<file path="src/rtl/huffman_encoder_if.sv">
// Stream interface for the fixed-codebook Huffman encoder: symbol input side
// and packed-word output side.
interface huffman_encoder_if #(
    parameter int unsigned OUT_W = 16
);
    localparam int unsigned NB = $clog2(OUT_W + 1);

    logic [3:0]       in_symbol;
    logic             in_valid;
    logic             in_last;
    logic             in_ready;
    logic [OUT_W-1:0] out_data;
    logic             out_valid;
    logic             out_last;
    logic [NB-1:0]    out_nbits;
    logic             out_ready;

    // Symbol source / word sink side
    modport master (
        output in_symbol, in_valid, in_last, out_ready,
        input  in_ready, out_data, out_valid, out_last, out_nbits
    );

    // Encoder side
    modport slave (
        input  in_symbol, in_valid, in_last, out_ready,
        output in_ready, out_data, out_valid, out_last, out_nbits
    );
endinterface

</file>
<file path="src/rtl/huffman_encoder.sv">
// Fixed-codebook Huffman encoder. Codes are appended MSB-first into a
// left-justified accumulator and drained in OUT_W-bit words; the final word of
// a stream is zero-padded and tagged with out_last.
module huffman_encoder #(
    parameter int unsigned OUT_W = 16
) (
    input logic               clk,
    input logic               rst,
    huffman_encoder_if.slave  bus
);
    localparam int unsigned NB = $clog2(OUT_W + 1);
    localparam int unsigned AW = OUT_W + 10;
    localparam int unsigned CW = $clog2(OUT_W + 10);
    localparam logic [CW-1:0] OutWC = CW'(OUT_W);

    typedef enum logic [0:0] {StRun, StFlush} state_e;

    state_e           state_q, state_d;
    logic [AW-1:0]    acc_q, acc_d;
    logic [CW-1:0]    cnt_q, cnt_d;
    logic [OUT_W-1:0] out_data_q, out_data_d;
    logic             out_valid_q, out_valid_d;
    logic             out_last_q, out_last_d;
    logic [NB-1:0]    out_nbits_q, out_nbits_d;

    logic [9:0]       code_val;
    logic [3:0]       code_len;
    logic [9:0]       code_lj;
    logic [AW-1:0]    code_app;
    logic             in_ready;
    logic             accept;
    logic             slot_free;

    // Codebook lookup: right-justified code value and its length
    always_comb begin
        code_val = 10'd0;
        code_len = 4'd0;
        if (bus.in_symbol == 4'd0) begin
            code_val = 10'd1;
            code_len = 4'd1;
        end else if (bus.in_symbol <= 4'd6) begin
            code_val = 10'(bus.in_symbol - 4'd1);
            code_len = 4'd4;
        end else if (bus.in_symbol <= 4'd8) begin
            code_val = 10'd12 + 10'(bus.in_symbol - 4'd7);
            code_len = 4'd5;
        end else if (bus.in_symbol <= 4'd11) begin
            code_val = 10'd28 + 10'(bus.in_symbol - 4'd9);
            code_len = 4'd6;
        end else begin
            code_val = 10'd496 + 10'(bus.in_symbol - 4'd12);
            code_len = 4'd10;
        end
    end

    // Place the code just below the bits already held in the accumulator
    assign code_lj  = code_val << (4'd10 - code_len);
    assign code_app = {code_lj, {OUT_W{1'b0}}} >> cnt_q;

    assign in_ready  = (state_q == StRun) && (cnt_q < OutWC);
    assign accept    = bus.in_valid && in_ready;
    assign slot_free = !out_valid_q || bus.out_ready;

    // Next-state: append on accept, otherwise emit a word when the slot frees up.
    // Bits below cnt are always zero, so flush words come out zero-padded.
    always_comb begin
        state_d     = state_q;
        acc_d       = acc_q;
        cnt_d       = cnt_q;
        out_data_d  = out_data_q;
        out_last_d  = out_last_q;
        out_nbits_d = out_nbits_q;
        out_valid_d = out_valid_q && !bus.out_ready;

        if (accept) begin
            acc_d = acc_q | code_app;
            cnt_d = cnt_q + CW'(code_len);
            if (bus.in_last) begin
                state_d = StFlush;
            end
        end else if (slot_free) begin
            unique case (state_q)
                StRun: begin
                    if (cnt_q >= OutWC) begin
                        out_data_d  = acc_q[AW-1:10];
                        acc_d       = acc_q << OUT_W;
                        cnt_d       = cnt_q - OutWC;
                        out_last_d  = 1'b0;
                        out_nbits_d = NB'(OUT_W);
                        out_valid_d = 1'b1;
                    end
                end
                StFlush: begin
                    if (cnt_q == '0) begin
                        state_d = StRun;
                    end else begin
                        out_data_d  = acc_q[AW-1:10];
                        acc_d       = acc_q << OUT_W;
                        out_valid_d = 1'b1;
                        if (cnt_q <= OutWC) begin
                            cnt_d       = '0;
                            out_last_d  = 1'b1;
                            out_nbits_d = NB'(cnt_q);
                            state_d     = StRun;
                        end else begin
                            cnt_d       = cnt_q - OutWC;
                            out_last_d  = 1'b0;
                            out_nbits_d = NB'(OUT_W);
                        end
                    end
                end
                default: state_d = StRun;
            endcase
        end
    end

    // State and output registers with synchronous reset
    always_ff @(posedge clk) begin
        if (rst) begin
            state_q     <= StRun;
            acc_q       <= '0;
            cnt_q       <= '0;
            out_data_q  <= '0;
            out_valid_q <= 1'b0;
            out_last_q  <= 1'b0;
            out_nbits_q <= '0;
        end else begin
            state_q     <= state_d;
            acc_q       <= acc_d;
            cnt_q       <= cnt_d;
            out_data_q  <= out_data_d;
            out_valid_q <= out_valid_d;
            out_last_q  <= out_last_d;
            out_nbits_q <= out_nbits_d;
        end
    end

    assign bus.in_ready  = in_ready;
    assign bus.out_data  = out_data_q;
    assign bus.out_valid = out_valid_q;
    assign bus.out_last  = out_last_q;
    assign bus.out_nbits = out_nbits_q;
endmodule

</file>
<file path="src/flat_wrapper.sv">
// flat-port wrapper written by rule: the top's interface ports become plain ports
module huffman_encoder_flat 
#(
    parameter int unsigned OUT_W = 16
)
  (clk, rst, bus_in_symbol, bus_in_valid, bus_in_last, bus_out_ready, bus_in_ready, bus_out_data, bus_out_valid, bus_out_last, bus_out_nbits);
  huffman_encoder_if #(.OUT_W(OUT_W)) bus_i ();
  input logic clk;
  input logic rst;
  input wire logic [$bits(bus_i.in_symbol)-1:0] bus_in_symbol;
  input wire logic [$bits(bus_i.in_valid)-1:0] bus_in_valid;
  input wire logic [$bits(bus_i.in_last)-1:0] bus_in_last;
  input wire logic [$bits(bus_i.out_ready)-1:0] bus_out_ready;
  output wire logic [$bits(bus_i.in_ready)-1:0] bus_in_ready;
  output wire logic [$bits(bus_i.out_data)-1:0] bus_out_data;
  output wire logic [$bits(bus_i.out_valid)-1:0] bus_out_valid;
  output wire logic [$bits(bus_i.out_last)-1:0] bus_out_last;
  output wire logic [$bits(bus_i.out_nbits)-1:0] bus_out_nbits;
  assign bus_i.in_symbol = bus_in_symbol;
  assign bus_i.in_valid = bus_in_valid;
  assign bus_i.in_last = bus_in_last;
  assign bus_i.out_ready = bus_out_ready;
  assign bus_in_ready = bus_i.in_ready;
  assign bus_out_data = bus_i.out_data;
  assign bus_out_valid = bus_i.out_valid;
  assign bus_out_last = bus_i.out_last;
  assign bus_out_nbits = bus_i.out_nbits;
  huffman_encoder #(.OUT_W(OUT_W)) u_core (.clk(clk), .rst(rst), .bus(bus_i));
endmodule
</file>
<file path="config.mk">
export PLATFORM = sky130hd
export DESIGN_NAME = huffman_encoder_flat
export DESIGN_NICKNAME = d
export VERILOG_FILES = /design/src/rtl/huffman_encoder_if.sv /design/src/rtl/huffman_encoder.sv /design/src/flat_wrapper.sv
export SDC_FILE = /design/constraint.sdc
export NUM_CORES = 1
export LEC_CHECK = 0
export BUFFER_PORTS_ARGS = -buffer_cell sky130_fd_sc_hd__buf_2
export CORE_AREA = 2 2 87 89
export CTS_BUF_LIST = sky130_fd_sc_hd__clkbuf_16
export CTS_CLUSTER_DIAMETER = 150
export CTS_CLUSTER_SIZE = 25
export DETAILED_ROUTE_END_ITERATION = 6
export DIE_AREA = 0 0 89 91
export PLACE_DENSITY = 0.72
export SETUP_SLACK_MARGIN = 0.2
export SLEW_MARGIN = 0
export SYNTH_ARGS = -nofsm -noshare
export SYNTH_HDL_FRONTEND = slang
export SYNTH_SLANG_ARGS = --single-unit
</file>
<file path="constraint.sdc">
create_clock -name clk -period 5.5 [get_ports clk]
set_input_delay 0.55 -clock clk [delete_from_list [all_inputs] [get_ports clk]]
set_output_delay 0.55 -clock clk [all_outputs]
set_load 0.05 [all_outputs]
</file>
==> results of run 1 <==
==> routing by layer <==
metal,global-route usage (%),up-vias,wire length [µm]
met5,0,-,0
met4,4.85,0,115
met3,3.73,11,536
met2,39.3,129,4490
met1,35.8,1751,4690
li1,-,1819,-
==> worst max-delay path by stage <==
stage	from	to	slack (ns)	depth (start not counted)
4_1_cts	bus_in_symbol[0]	u_core.acc_q[11]	1.12	15
6_report	bus_in_symbol[0]	u_core.acc_q[11]	1.05	15
3_3_place_gp	bus_in_symbol[0]	u_core.acc_q[11]	0.86	15
3_5_place_dp	bus_in_symbol[0]	u_core.acc_q[11]	0.84	15
2_1_floorplan	bus_in_symbol[0]	u_core.acc_q[11]	1.46	18
5_1_grt	bus_in_symbol[0]	u_core.acc_q[11]	0.65	15
==> critical path, cell delays in order <==
cell and delay, ns:
buf_2 0.19, inv_1 0.12, ha_1 0.31, and2_0 0.35, a211oi_1 0.41, inv_1 0.12, ha_1 0.56, nand2_1 0.20
nor4_1 0.64, nand2_1 0.16, o21ai_0 0.15, a21oi_1 0.14, mux2_2 0.33, mux2_4 0.28, o22ai_2 0.16
==> power groups by stage <==
stage	combinational (W)	clock, W	sequential, W
2_1_floorplan	0.000255	0	0.000455
3_3_place_gp	0.000331	0	0.000449
3_5_place_dp	0.000334	0	0.000449
4_1_cts	0.000336	0.000360	0.000440
5_1_grt	0.000373	0.000376	0.000443
6_report	0.000341	0.000358	0.000441
==> flip-flops by register name, indices dropped and copies added, names as in the netlist <==
signal                cells
u_core.acc_q             26
u_core.bus.out_data      16
u_core.bus.out_nbits      5
u_core.cnt_q              5
u_core.bus.out_last       1
u_core.bus.out_valid      1
u_core.state_q            1
==> cell usage after synthesis (3+ instances only) <==
master     n  share of area [%]
o32ai_1    8                1.8
or2_2      3               0.49
ha_1      18                5.9
mux2i_1    6                1.6
mux2_2     4                1.2
inv_1     18                1.8
nand3_1   16                2.1
nand2_1   71                7.0
nand4_1    3               0.49
nor4_1     7                1.2
nor3_1    20                2.6
and3_1     4               0.66
a21oi_1   49                6.4
o31ai_1    4               0.79
a211oi_1   9                1.8
or4_1      4               0.79
a21o_1     7                1.4
a31oi_1   12                2.0
dfxtp_1   55                 29
nor3_2     3               0.79
buf_2      4               0.53
o21ai_0   10                1.3
a22oi_1    4               0.79
o22ai_1    3               0.49
nor2b_1    9                1.5
clkbuf_1  26                2.6
o211ai_1   4               0.79
nor2_1    38                3.7
xnor2_1    5                1.2
o21ai_1    3               0.39
nand2b_1   3               0.49
==> cell type report <==
class | count | area (µm²) | area share, %
inverter | 20 | 75.1 | 1.82
clock buffer | 5 | 125 | 3.03
timing repair buffer | 35 | 183 | 4.42
tap | 99 | 124 | 3.00
clock inverter | 3 | 42.5 | 1.03
multi-input combinational | 384 | 2480 | 60.1
sequential | 55 | 1100 | 26.7
==> metrics by stage <==
stage / power [W] / worst slack [ns] / utilization (%) / cells / cell area [µm²]
3_3_place_gp: 0.000781 / 0.856 / 55.5 / 593 / 3960
4_1_cts: 0.00114 / 1.12 / 57.9 / 601 / 4130
3_5_place_dp: 0.000783 / 0.836 / 55.5 / 593 / 3960
2_1_floorplan: 0.000710 / 1.46 / - / 493 / 3810
5_1_grt: 0.00119 / 0.646 / 57.9 / 601 / 4130
6_report: 0.00114 / 1.05 / 57.9 / 601 / 4130
==> cell families (layout without fill, tap and decap cells) <==
logic type	after synthesis	in the layout	synth area share (%)
xor+xnor	6	6	1.38
mux	12	12	3.75
simple gates	195	195	25.0
flops	55	55	28.9
fa+ha+maj	19	19	6.44
buf+inv	54	63	5.88
compound gates	152	152	28.6
==> impl_metrics.csv, run 1 <==
group,metric,value,unit
status,outcome,"finished, final reports clean",
worst_setup_path,cp.required,5.71,ns
hold_path,hp-class,"register to register",
clock_network,cts_root_buf,"clkbuf_16",
clock_network,cts_max_level,2,
hold_path,hold_depth,2,
power_and_ir_drop,switching_power,0.000387,W
place,dpl.hpwl,7320,µm
worst_setup_path,cp_max_fo,14,
yosys,ys_seq_area_share,28.9,%
yosys,ys.flop_type,"dfxtp_1",
sta,hold_viol,0,
sta,maxClockFrequency,225,MHz
floorplanning,io_pins,33,
sta,max-slew-margin-rel,39.4,%
yosys,synthesis.nets,521,
drt,wirelength,9830,µm
worst_setup_path,r2r-start,"u_core.cnt_q[0]",
power_and_ir_drop,pwr-share-seq,38.7,%
power_and_ir_drop,p_comb_share,29.9,%
drt,routed-via-count,3710,
sta,finalSetupViolCount,0,
power_and_ir_drop,internal_power,0.000752,W
cells_and_area,area_delta_synth_final,8.55,%
yosys,synth_warnings,0,
sta,fin_crit_sh,81.0,%
sta,worst_pin_slew,0.909,ns
global_route,grt_util_all_layers,24.8,%
place,portBuffers,32,
clock_network,postCtsHoldBufs,0,
floorplanning,start_util,53.3,%
clock_network,cts_tree,"yes",
cells_and_area,nets,529,
hold_path,hp-start,"u_core.bus.out_data[14]",
yosys,synth_cells,493,
hold_path,hold_end,"u_core.bus.out_data[14]",
sta,holdWs,0.452,ns
global_route,first_global_vias,3454,
clock_network,ctsResizeCount,0,
yosys,ys_ff_latch,55,
clock_network,cts-buffers-inserted,5,
sta,rsz0062_at_grt,"no",
floorplanning,dieHeight,91,µm
yosys,yosysUniqueCellTypes,83,
power_and_ir_drop,sw_frac_of_total,34.0,%
cells_and_area,nFillCells,710,
cells_and_area,diodes,0,
drt,via_per_inst,6.17,
sta,slew_violations,0,
clock_network,clk_latency,0.29,ns
place,gp_congestion,0.963,
floorplanning,dieWidth,89,µm
sta,fin_skew,0.00863,ns
drt,antenna_left,0,
global_route,overflow,0,
global_route,grt_pass1_wl,16600,µm
global_route,grt_max_degree,40,
worst_setup_path,worstSetupEndpointType,"register",
cells_and_area,layout_commonest_cell,"nand2_1",
yosys,ys_async_sr_fraction,0,%
floorplanning,fp-row-count,31,
worst_setup_path,start_kind,"input pin",
yosys,synth_edf_count,0,
power_and_ir_drop,power_frac_clock,31.4,%
power_and_ir_drop,max-vdd-ir-drop,128,µV
global_route,antenna_found_initial,0,
power_and_ir_drop,power_density,276,mW/mm²
clock_network,post_cts_buffers,0,
worst_setup_path,reg2reg_depth,7,
drt,wl_per_cell,16.4,µm
worst_setup_path,critPathKind,"input pin to register",
flow_run,drv_cap,0,
drt,drt_first_iter_violations,272,
worst_setup_path,crit_arrival,4.66,ns
clock_network,clock_sinks,55,
yosys,avgSynthCellArea,7.72,µm²
floorplanning,core_region_area,0.00714,mm²
clock_network,clk_pin_slew,0.07,ns
clock_network,clock_path_buffers,2,
sta,fin_crit,4.45,ns
sta,tns,0,ns
floorplanning,die-area,0.00810,mm²
cells_and_area,drive_gt1_share,14.5,%
cells_and_area,final_cell_mix,"nand2_1, dfxtp_1, a21oi_1",
yosys,syn_area,0.00381,mm²
worst_setup_path,rrSetupSlack,2.25,ns
power_and_ir_drop,leakagePower,1.63,nW
drt,drt-pass1-iter-count,4,
drt,drc,0,
worst_setup_path,r2r_end,"u_core.acc_q[13]",
(Power assumes the default switching activity.)
==> inputs of run 2 (changes only) <==
--- a/config.mk
+++ b/config.mk
@@ -12,7 +12,7 @@
 export CTS_CLUSTER_SIZE = 25
 export DETAILED_ROUTE_END_ITERATION = 6
 export DIE_AREA = 0 0 89 91
-export PLACE_DENSITY = 0.72
+export PLACE_DENSITY = 0.75
 export SETUP_SLACK_MARGIN = 0.2
 export SLEW_MARGIN = 0
 export SYNTH_ARGS = -nofsm -noshare
==> constraint.sdc (replaced) <==
create_clock -name clk -period 4 [get_ports clk]
set_input_delay 0.4 -clock clk [delete_from_list [all_inputs] [get_ports clk]]
set_output_delay 0.4 -clock clk [all_outputs]
set_load 0.05 [all_outputs]
==> impl_metrics.csv, run 2 (same netlist as run 1, synthesis figures left out) <==
group,metric,value,unit
status,outcome,"finished, violations left",
status,violations,"DRC",
place,gp_congestion,0.948,
floorplanning,core_region_area,0.00714,mm²
sta,worst_pin_slew,0.875,ns
cells_and_area,final_cell_mix,"nand2_1, dfxtp_1, a21oi_1",
clock_network,clk_latency,0.30,ns
cells_and_area,area_delta_synth_final,13.4,%
worst_setup_path,cp_max_fo,9,
global_route,grt_pass1_wl,16900,µm
drt,wirelength,10400,µm
worst_setup_path,start_kind,"input pin",
drt,drt_first_iter_violations,321,
sta,finalSetupViolCount,0,
power_and_ir_drop,power_frac_clock,28.8,%
global_route,grt_util_all_layers,25.8,%
flow_run,drv_cap,0,
power_and_ir_drop,power_density,359,mW/mm²
sta,setup_ws,0.399,ns
sta,hold_viol,0,
clock_network,cts_max_level,2,
hold_path,hold_depth,3,
power_and_ir_drop,pwr-share-seq,38.6,%
global_route,overflow,0,
cells_and_area,nets,551,
clock_network,cts-buffers-inserted,5,
place,portBuffers,32,
worst_setup_path,rrSetupSlack,1.32,ns
worst_setup_path,cp.required,4.23,ns
place,place_ws,0.0797,ns
hold_path,hold_end,"u_core.state_q",
sta,maxClockFrequency,278,MHz
worst_setup_path,critPathKind,"input pin to register",
global_route,antenna_found_initial,0,
sta,rsz0062_at_grt,"no",
power_and_ir_drop,max-vdd-ir-drop,182,µV
drt,drc,1,
drt,antenna_left,0,
drt,via_per_inst,6.19,
clock_network,clk_pin_slew,0.07,ns
sta,fin_crit_sh,90.0,%
power_and_ir_drop,internal_power,0.000993,W
worst_setup_path,r2r_end,"u_core.acc_q[10]",
cells_and_area,diodes,0,
hold_path,hp-class,"input pin to register",
place,dpl.hpwl,7590,µm
sta,fin_skew,0.00772,ns
clock_network,postCtsHoldBufs,0,
worst_setup_path,r2r-start,"u_core.cnt_q[3]",
clock_network,clock_path_buffers,2,
cells_and_area,largest_register,"u_core.acc_q",
sta,fin_crit,3.60,ns
power_and_ir_drop,leakagePower,1.73,nW
sta,max-slew-margin-rel,41.7,%
power_and_ir_drop,sw_frac_of_total,35.9,%
drt,routed-via-count,3856,
clock_network,cts_tree,"yes",
power_and_ir_drop,switching_power,0.000557,W
floorplanning,start_util,53.3,%
power_and_ir_drop,p_comb_share,32.6,%
global_route,first_global_vias,3484,
cells_and_area,nFillCells,668,
drt,wl_per_cell,16.6,µm
cells_and_area,drive_gt1_share,19.3,%
floorplanning,die-area,0.00810,mm²
drt,drt-pass1-iter-count,7,
hold_path,hp-start,"bus_in_last",
cells_and_area,layout_commonest_cell,"nand2_1",
worst_setup_path,worstSetupEndpointType,"register",
clock_network,cts_root_buf,"clkbuf_16",
clock_network,clock_sinks,55,
floorplanning,io_pins,33,
global_route,grt_max_degree,40,
worst_setup_path,reg2reg_depth,6,
cells_and_area,post-route-cell-area,0.00432,mm²
worst_setup_path,crit_arrival,3.83,ns
sta,slew_violations,0,
sta,tns,0,ns
place,placed_cell_area,0.00415,mm²
floorplanning,dieHeight,91,µm
cells_and_area,largest_register_ffs,26,
floorplanning,dieWidth,89,µm
floorplanning,fp-row-count,31,
power_and_ir_drop,power,0.00155,W
==> run 2: metal layers <==
metal,share of wire (%),vias to the layer above,track usage (%),wire [µm]
met5,0,-,0,0
met2,46,162,40.5,4790
li1,-,1862,-,-
met4,2.4,0,8.58,252
met3,6.4,24,4.09,668
met1,45,1808,35.7,4660
==> run 2: metrics by stage <==
stage          std cells  utilization (%)  hold WS, ns
2_1_floorplan        493                -        0.428
3_3_place_gp         615             58.1        0.439
3_5_place_dp         615             58.1        0.444
4_1_cts              623             60.2        0.447
5_1_grt              623             60.5        0.460
6_report             623             60.5        0.435
==> run 2: area by class of cell <==
cell class                 count  area, µm²  area share, %
clock buffer                   5        125           2.90
multi-input combinational    384       2520           58.4
clock inverter                 3       22.5          0.522
tap                           99        124           2.87
inverter                      20       75.1           1.74
timing repair buffer          57        348           8.06
sequential                    55       1100           25.5
==> run 2: repair_timing <==
item	4_1_cts	5_1_grt
buffers inserted	0	0
resized for setup	0	4
setup endpoints to repair	0	15
==> run 2: critical path: stages <==
cell      delay, ns
buf_2          0.17
inv_1          0.10
ha_1           0.22
and2_0         0.19
a211oi_2       0.29
inv_1          0.11
ha_1           0.39
or4_1          0.54
o21a_2         0.15
mux2_2         0.29
nor3_1         0.33
nor4b_1        0.39
nor4_1         0.13
nor2_1         0.11
==> run 2: power groups by stage <==
stage	Clock [W]	Sequential, W	Combinational (W)
final	0.000447	0.000598	0.000505
after global routing	0.000460	0.000601	0.000553
after CTS	0.000442	0.000597	0.000493
after detailed placement	0	0.000610	0.000490
after global placement	0	0.000609	0.000485
after floorplan	0	0.000626	0.000352
==> run 2: how the worst max path moves through the flow <==
| stage | end | depth (start not counted) | start |
|---|---|---|---|
| 6_report | u_core.acc_q[2] | 14 | bus_in_symbol[2] |
| 3_3_place_gp | u_core.acc_q[14] | 17 | bus_in_symbol[3] |
| 5_1_grt | u_core.acc_q[13] | 16 | bus_in_symbol[3] |
| 2_1_floorplan | u_core.acc_q[11] | 16 | bus_in_symbol[0] |
| 4_1_cts | u_core.acc_q[2] | 14 | bus_in_symbol[3] |
| 3_5_place_dp | u_core.acc_q[11] | 17 | bus_in_symbol[3] |
